<file path="src/rtl/fmic_pkg.sv">
// rtl/fmic_pkg.sv - shared FSM state type, default parameters and counter width helper for fm_input_conditioner
package fmic_pkg;

  // Presentation FSM: IDLE issues at most one output change, SETTLE holds a quiet gap
  typedef enum logic {
    IDLE   = 1'b0,
    SETTLE = 1'b1
  } fmic_state_e;

  localparam int FMIC_SYNC_STAGES     = 2;
  localparam int FMIC_DEBOUNCE_CYCLES = 1_000_000;
  localparam int FMIC_SETTLE_CYCLES   = 16;
  localparam int FMIC_CHG_CNT_W       = 8;

  // Width of a counter that must hold 0 .. n-1 (terminal count is n-1)
  function automatic int fmic_cnt_w(input int n);
    return (n <= 1) ? 1 : $clog2(n);
  endfunction

endpackage

</file>
<file path="src/rtl/fmic_debounce.sv">
// rtl/fmic_debounce.sv - multi-flop synchronizer plus consecutive-stable-cycle debouncer for one raw input
module fmic_debounce
  import fmic_pkg::*;
#(
  parameter int SYNC_STAGES     = FMIC_SYNC_STAGES,
  parameter int DEBOUNCE_CYCLES = FMIC_DEBOUNCE_CYCLES
) (
  input  logic i_clk,
  input  logic i_rst_n,
  input  logic i_raw,
  output logic o_level
);

  localparam int CW = fmic_cnt_w(DEBOUNCE_CYCLES);

  logic [SYNC_STAGES-1:0] r_sync;
  logic [CW-1:0]          r_cnt;
  logic                   r_level;
  logic                   w_sync;

  assign w_sync  = r_sync[SYNC_STAGES-1];
  assign o_level = r_level;

  // Shift the asynchronous input through the synchronizer chain
  always_ff @(posedge i_clk or negedge i_rst_n) begin
    if (!i_rst_n) begin
      r_sync <= '0;
    end else begin
      r_sync <= {r_sync[SYNC_STAGES-2:0], i_raw};
    end
  end

  // Accept a new level only after it has differed for DEBOUNCE_CYCLES consecutive cycles;
  // any return to the accepted level restarts the count from zero
  always_ff @(posedge i_clk or negedge i_rst_n) begin
    if (!i_rst_n) begin
      r_cnt   <= '0;
      r_level <= 1'b0;
    end else if (w_sync == r_level) begin
      r_cnt <= '0;
    end else if (r_cnt == CW'(DEBOUNCE_CYCLES - 1)) begin
      r_level <= w_sync;
      r_cnt   <= '0;
    end else begin
      r_cnt <= r_cnt + CW'(1);
    end
  end

endmodule

</file>
<file path="src/rtl/fm_input_conditioner.sv">
// rtl/fm_input_conditioner.sv - debounced two-input front end issuing one x2/x1 change at a time; FMIC_CHANGE_CNT_EN adds chg_cnt
module fm_input_conditioner
  import fmic_pkg::*;
#(
  parameter int SYNC_STAGES     = FMIC_SYNC_STAGES,
  parameter int DEBOUNCE_CYCLES = FMIC_DEBOUNCE_CYCLES,
  parameter int SETTLE_CYCLES   = FMIC_SETTLE_CYCLES
) (
  input  logic       sys_clk_in,
  input  logic       sys_rst_n,
  input  logic       btn_x2,
  input  logic       btn_x1,
  output logic       x2,
  output logic       x1,
  output logic       change_pulse,
  output logic       busy,
  output logic       dual_chg
`ifdef FMIC_CHANGE_CNT_EN
  ,
  output logic [FMIC_CHG_CNT_W-1:0] chg_cnt
`endif
);

  localparam int SCW = fmic_cnt_w(SETTLE_CYCLES);

  logic        w_d2;
  logic        w_d1;
  fmic_state_e r_state;
  fmic_state_e w_state_nxt;
  logic [SCW-1:0] r_settle_cnt;
  logic [SCW-1:0] w_settle_nxt;
  logic        r_x2;
  logic        r_x1;
  logic        w_x2_nxt;
  logic        w_x1_nxt;
  logic        r_pulse;
  logic        w_pulse_nxt;
  logic        r_busy;
  logic        r_dual;
  logic        w_dual_set;

  fmic_debounce #(
    .SYNC_STAGES    (SYNC_STAGES),
    .DEBOUNCE_CYCLES(DEBOUNCE_CYCLES)
  ) u_deb_x2 (
    .i_clk  (sys_clk_in),
    .i_rst_n(sys_rst_n),
    .i_raw  (btn_x2),
    .o_level(w_d2)
  );

  fmic_debounce #(
    .SYNC_STAGES    (SYNC_STAGES),
    .DEBOUNCE_CYCLES(DEBOUNCE_CYCLES)
  ) u_deb_x1 (
    .i_clk  (sys_clk_in),
    .i_rst_n(sys_rst_n),
    .i_raw  (btn_x1),
    .o_level(w_d1)
  );

  // Next-state and output decisions; IDLE always looks at the live debounced levels,
  // so a level that reverted during SETTLE is simply no longer a difference
  always_comb begin
    w_state_nxt  = r_state;
    w_settle_nxt = r_settle_cnt;
    w_x2_nxt     = r_x2;
    w_x1_nxt     = r_x1;
    w_pulse_nxt  = 1'b0;
    w_dual_set   = 1'b0;
    case (r_state)
      IDLE: begin
        if (w_d1 != r_x1) begin
          // x1 wins a tie; x2 is picked up by a later IDLE cycle if still pending
          w_x1_nxt     = w_d1;
          w_pulse_nxt  = 1'b1;
          w_state_nxt  = SETTLE;
          w_settle_nxt = '0;
          w_dual_set   = (w_d2 != r_x2);
        end else if (w_d2 != r_x2) begin
          w_x2_nxt     = w_d2;
          w_pulse_nxt  = 1'b1;
          w_state_nxt  = SETTLE;
          w_settle_nxt = '0;
        end
      end
      SETTLE: begin
        if (r_settle_cnt == SCW'(SETTLE_CYCLES - 1)) begin
          w_state_nxt  = IDLE;
          w_settle_nxt = '0;
        end else begin
          w_settle_nxt = r_settle_cnt + SCW'(1);
        end
      end
      default: begin
        w_state_nxt  = IDLE;
        w_settle_nxt = '0;
      end
    endcase
  end

  // FSM state and settle counter
  always_ff @(posedge sys_clk_in or negedge sys_rst_n) begin
    if (!sys_rst_n) begin
      r_state      <= IDLE;
      r_settle_cnt <= '0;
    end else begin
      r_state      <= w_state_nxt;
      r_settle_cnt <= w_settle_nxt;
    end
  end

  // Registered outputs; busy trails the state by one cycle so it covers exactly the
  // SETTLE_CYCLES cycles that follow the change cycle
  always_ff @(posedge sys_clk_in or negedge sys_rst_n) begin
    if (!sys_rst_n) begin
      r_x2    <= 1'b0;
      r_x1    <= 1'b0;
      r_pulse <= 1'b0;
      r_busy  <= 1'b0;
      r_dual  <= 1'b0;
    end else begin
      r_x2    <= w_x2_nxt;
      r_x1    <= w_x1_nxt;
      r_pulse <= w_pulse_nxt;
      r_busy  <= (r_state == SETTLE);
      r_dual  <= r_dual | w_dual_set;
    end
  end

  assign x2           = r_x2;
  assign x1           = r_x1;
  assign change_pulse = r_pulse;
  assign busy         = r_busy;
  assign dual_chg     = r_dual;

`ifdef FMIC_CHANGE_CNT_EN
  logic [FMIC_CHG_CNT_W-1:0] r_chg_cnt;

  // Count accepted changes, advancing on the same edge that raises change_pulse; wraps naturally
  always_ff @(posedge sys_clk_in or negedge sys_rst_n) begin
    if (!sys_rst_n) begin
      r_chg_cnt <= '0;
    end else if (w_pulse_nxt) begin
      r_chg_cnt <= r_chg_cnt + FMIC_CHG_CNT_W'(1);
    end
  end

  assign chg_cnt = r_chg_cnt;
`endif

endmodule
</file>
<file path="config.mk">
export PLATFORM = sky130hd
export DESIGN_NAME = fm_input_conditioner
export DESIGN_NICKNAME = d
export VERILOG_FILES = /design/src/rtl/fmic_pkg.sv /design/src/rtl/fmic_debounce.sv /design/src/rtl/fm_input_conditioner.sv
export SDC_FILE = /design/constraint.sdc
export NUM_CORES = 1
export LEC_CHECK = 0
export BUFFER_PORTS_ARGS = -buffer_cell sky130_fd_sc_hd__buf_2
export CAP_MARGIN = 25
export CORE_ASPECT_RATIO = 2
export CORE_MARGIN = 2
export CORE_UTILIZATION = 30
export DETAILED_ROUTE_END_ITERATION = 10
export GPL_ROUTABILITY_DRIVEN = 0
export PLACE_DENSITY_LB_ADDON = 0.08
export SYNTH_ARGS = -nofsm -noshare
export SYNTH_HDL_FRONTEND = slang
export SYNTH_HIERARCHICAL = 1
export SYNTH_SLANG_ARGS = --single-unit
</file>
<file path="constraint.sdc">
create_clock -name sys_clk_in -period 3.85 [get_ports sys_clk_in]
set_clock_uncertainty 0.2 [all_clocks]
set_input_delay 0.77 -clock sys_clk_in [delete_from_list [all_inputs] [get_ports sys_clk_in]]
set_output_delay 0.77 -clock sys_clk_in [all_outputs]
set_load 0.005 [all_outputs]
</file>
==> results.sh <==
export IMPL_worst_pin_slew_ns=0.877
export IMPL_crit_buf_inv=0
export IMPL_ys_types=32
export IMPL_multi_input_area_um2=1220
export IMPL_p_sw_mw=0.253
export IMPL_ys_seq_elements=56
export IMPL_setup_viol_count_final=0
export IMPL_avgSynthCellArea_um2=10.6
export IMPL_outcome="complete, no violations"
export IMPL_synthArstFlopShare_pct=100
export IMPL_fmax_ghz=0.452
export IMPL_htree_levels=2
export IMPL_cts_sinks=56
export IMPL_crit_start="u_deb_x2/r_cnt[0]"
export IMPL_reg2reg_slack_ns=1.64
export IMPL_cts_tree="built"
export IMPL_slowest_delay_ns=0.70
export IMPL_power_frac_seq_pct=51.8
export IMPL_post_dp_hpwl_um=4020
export IMPL_power_frac_comb_pct=2.7
export IMPL_synth_top_cell_by_area="dfrtp_1"
export IMPL_internal_power_mw=0.909
export IMPL_dieHeight_um=137
export IMPL_portBuffers=8
export IMPL_avgRoutedWirePerCell_um=15.5
export IMPL_path_class="reg2reg"
export IMPL_grt_pass1_vias=1870
export IMPL_rows=48
export IMPL_path_delay_family="compound AO/OA/AOI/OAI gates"
export IMPL_root_buffer="clkbuf_16"
export IMPL_globalRoute_totalOverflow=0
export IMPL_cts_setup_buffers=0
export IMPL_hold_class="reg2reg"
export IMPL_ys_top_cells_by_area="dfrtp_1 (52%), xnor2_1 (7.2%), nor2_1 (5.8%), xor2_1 (3.9%), nand3_1 (2.6%)"
export IMPL_period_needed_ns=2.21
export IMPL_place_area_um2=2830
export IMPL_tns_ns=0
export IMPL_routed_via_count=1831
export IMPL_slew_violations=0
export IMPL_synth_cells=252
export IMPL_worstReg2RegStart="u_deb_x2/r_cnt[0]"
export IMPL_viasPerCell=5.00
export IMPL_ys_flop_type="dfrtp_1"
export IMPL_start_util_pct=30.9
export IMPL_ys_seq_area_share_pct=52.5
export IMPL_worstSetupEndpointType="flip-flop"
export IMPL_grt_max_degree=38
export IMPL_cts_made_buffers=5
export IMPL_synth_fp_nets=259
export IMPL_p_leak_nw=1.27
export IMPL_maxCapViolCount=0
export IMPL_insertion_delay_ns=0.30
export IMPL_cts_hold_buf=0
export IMPL_syn_to_final_growth_pct=12.2
export IMPL_drc=0
export IMPL_track_usage_pct=13.2
export IMPL_die_area_um2=9720
export IMPL_fin_nets=272
export IMPL_ioPinCount=9
export IMPL_ff_latch_area_um2=1400
export IMPL_drtIter0Drc=133
export IMPL_final_antenna_net_count=0
export IMPL_crit_required_ns=3.79
export IMPL_rsz0062_at_grt="no"
export IMPL_period_share_pct=57.5
export IMPL_synth_top_area_share_pct=52.5
export IMPL_power_density_nw_per_um2=388
export IMPL_synth_edff_count=0
export IMPL_peakVddDrop_mv=0.249
export IMPL_ctsResizeCount=0
export IMPL_diodes=0
export IMPL_die_w_um=70.7
export IMPL_drt_total_wl_um=5660
export IMPL_pre_cts_ws_ns=1.57
export IMPL_grt_pass1_wl_um=9830
export IMPL_drive_gt1_share_pct=12.0
export IMPL_worstSetupStartpointType="flip-flop"
export IMPL_slew_headroom_pct=41.6
export IMPL_crit_fanout=18
export IMPL_clockBufferDepth=2
export IMPL_clk_pin_slew_ns=0.08
export IMPL_switching_share_pct=21.8
export IMPL_core_area_um2=8650
export IMPL_clockPowerShare_pct=45.5
export IMPL_hold_start="u_deb_x1/r_sync[0]"
export IMPL_cp_cell_sequence="ha_1 -> and3_1 -> nand4_1 -> o21ai_2 -> nor2_1"
export IMPL_syn_area_um2=2670
export IMPL_synth_warnings=6
export IMPL_first_pass_iters=4
export IMPL_n_fill_cell=913
export IMPL_cpMaxStageDelayCell="o21ai_2"
export IMPL_antenna_found_initial=0
export IMPL_hold_viol=0
export IMPL_finalWorstSetupSlack_ns=1.64
export IMPL_cp_arrival_ns=2.16
export IMPL_fin_area_um2=3000
-- flip-flops by register name, summed over array words and instances, names as in the netlist, 2 cells and up --
| signal | count |
|---|---|
| r_settle_cnt | 4 |
| u_deb_x1/r_sync | 2 |
| u_deb_x2/r_cnt | 20 |
| u_deb_x1/r_cnt | 20 |
| u_deb_x2/r_sync | 2 |
-- synth_stat cells, types with 6 or more instances --
cell     count
nand4_1      6
nand2_1     14
nand3_1     14
nor4_1       8
xnor2_1     22
inv_1        9
dfrtp_1     56
nor3_1      11
xor2_1      12
nor2_1      41
-- logic make-up after synthesis --
kind of cell	after synthesis	synth area share, %
simple gates	120	24.8
xor+xnor	35	11.8
buf+inv	12	1.83
fa+ha+maj	3	1.41
compound gates	17	4.12
mux	9	3.56
flops	56	52.5
-- power by group through the flow --
stage / Combinational [mW] / Sequential [mW] / Clock (mW)
final: 0.0317 / 0.602 / 0.528
after global routing: 0.0376 / 0.603 / 0.570
after CTS: 0.0339 / 0.602 / 0.549
after detailed placement: 0.0339 / 0.613 / 0
after global placement: 0.0336 / 0.614 / 0
after floorplan: 0.0146 / 0.612 / 0
-- path summary, 6_finish.rpt --
path | to | cells after the start
worst max-delay path | u_deb_x2/r_cnt[7] | 5
worst min-delay path | u_deb_x1/r_sync[1] | 0
worst max register to register | u_deb_x2/r_cnt[7] | 5
worst min register to register | u_deb_x1/r_sync[1] | 0
max in group asynchronous | u_deb_x1/r_cnt[19] | 2
min in group asynchronous | u_deb_x2/r_cnt[9] | 1
-- stage by stage --
| stage | power (mW) | util (%) | hold WS, ns | cells |
|---|---|---|---|---|
| after floorplan | 0.627 | - | 0.131 | 252 |
| after global placement | 0.647 | 32.7 | 0.133 | 358 |
| after detailed placement | 0.647 | 32.7 | 0.135 | 358 |
| after CTS | 1.18 | 34.6 | 0.152 | 366 |
| after global routing | 1.21 | 34.6 | 0.157 | 366 |
| final | 1.16 | 34.6 | 0.150 | 366 |
-- worst reg2reg max path: stages, from the launching register on --
cell,delay (ns)
dfrtp_1,0.40
ha_1,0.22
and3_1,0.24
nand4_1,0.18
o21ai_2,0.70
nor2_1,0.13
-- final cells by class --
cell class	instances	area share [%]
clock buffer	5	4.18
clock inverter	3	1.42
inverter	9	1.13
multi-input combinational	184	40.7
sequential	56	46.8
tap	100	4.18
timing repair buffer	9	1.59
-- per-layer routing --
layer / global-route usage (%) / vias up / part of all wire [%]
li1: - / 907 / -
met1: 14.9 / 899 / 39
met2: 23.7 / 15 / 57
met3: 2.27 / 10 / 1.7
met4: 5.87 / 0 / 2.8
met5: 0 / - / 0
-- cells in the final DEF (no fill, tap or decap), types with 2 or more instances in the layout --
cell type  count
nand4_4        2
dfrtp_1       56
nor4_2         2
buf_2          8
mux2i_1        5
ha_1           3
a22o_1         2
o21ai_0        5
mux2_2         4
clkbuf_16      5
nand4_1        6
or4_1          2
a21oi_1        5
and4_1         4
and3_1         2
nand3_1       14
xor2_1        12
or3_1          5
o21ai_2        2
nor3_1        11
nor2_1        41
nand2_1       14
xnor2_1       22
and2_1         2
nor4_1         8
nand4_2        2
nor4b_1        4
inv_1          9
No activity file was read; power rests on OpenSTA's default activity.
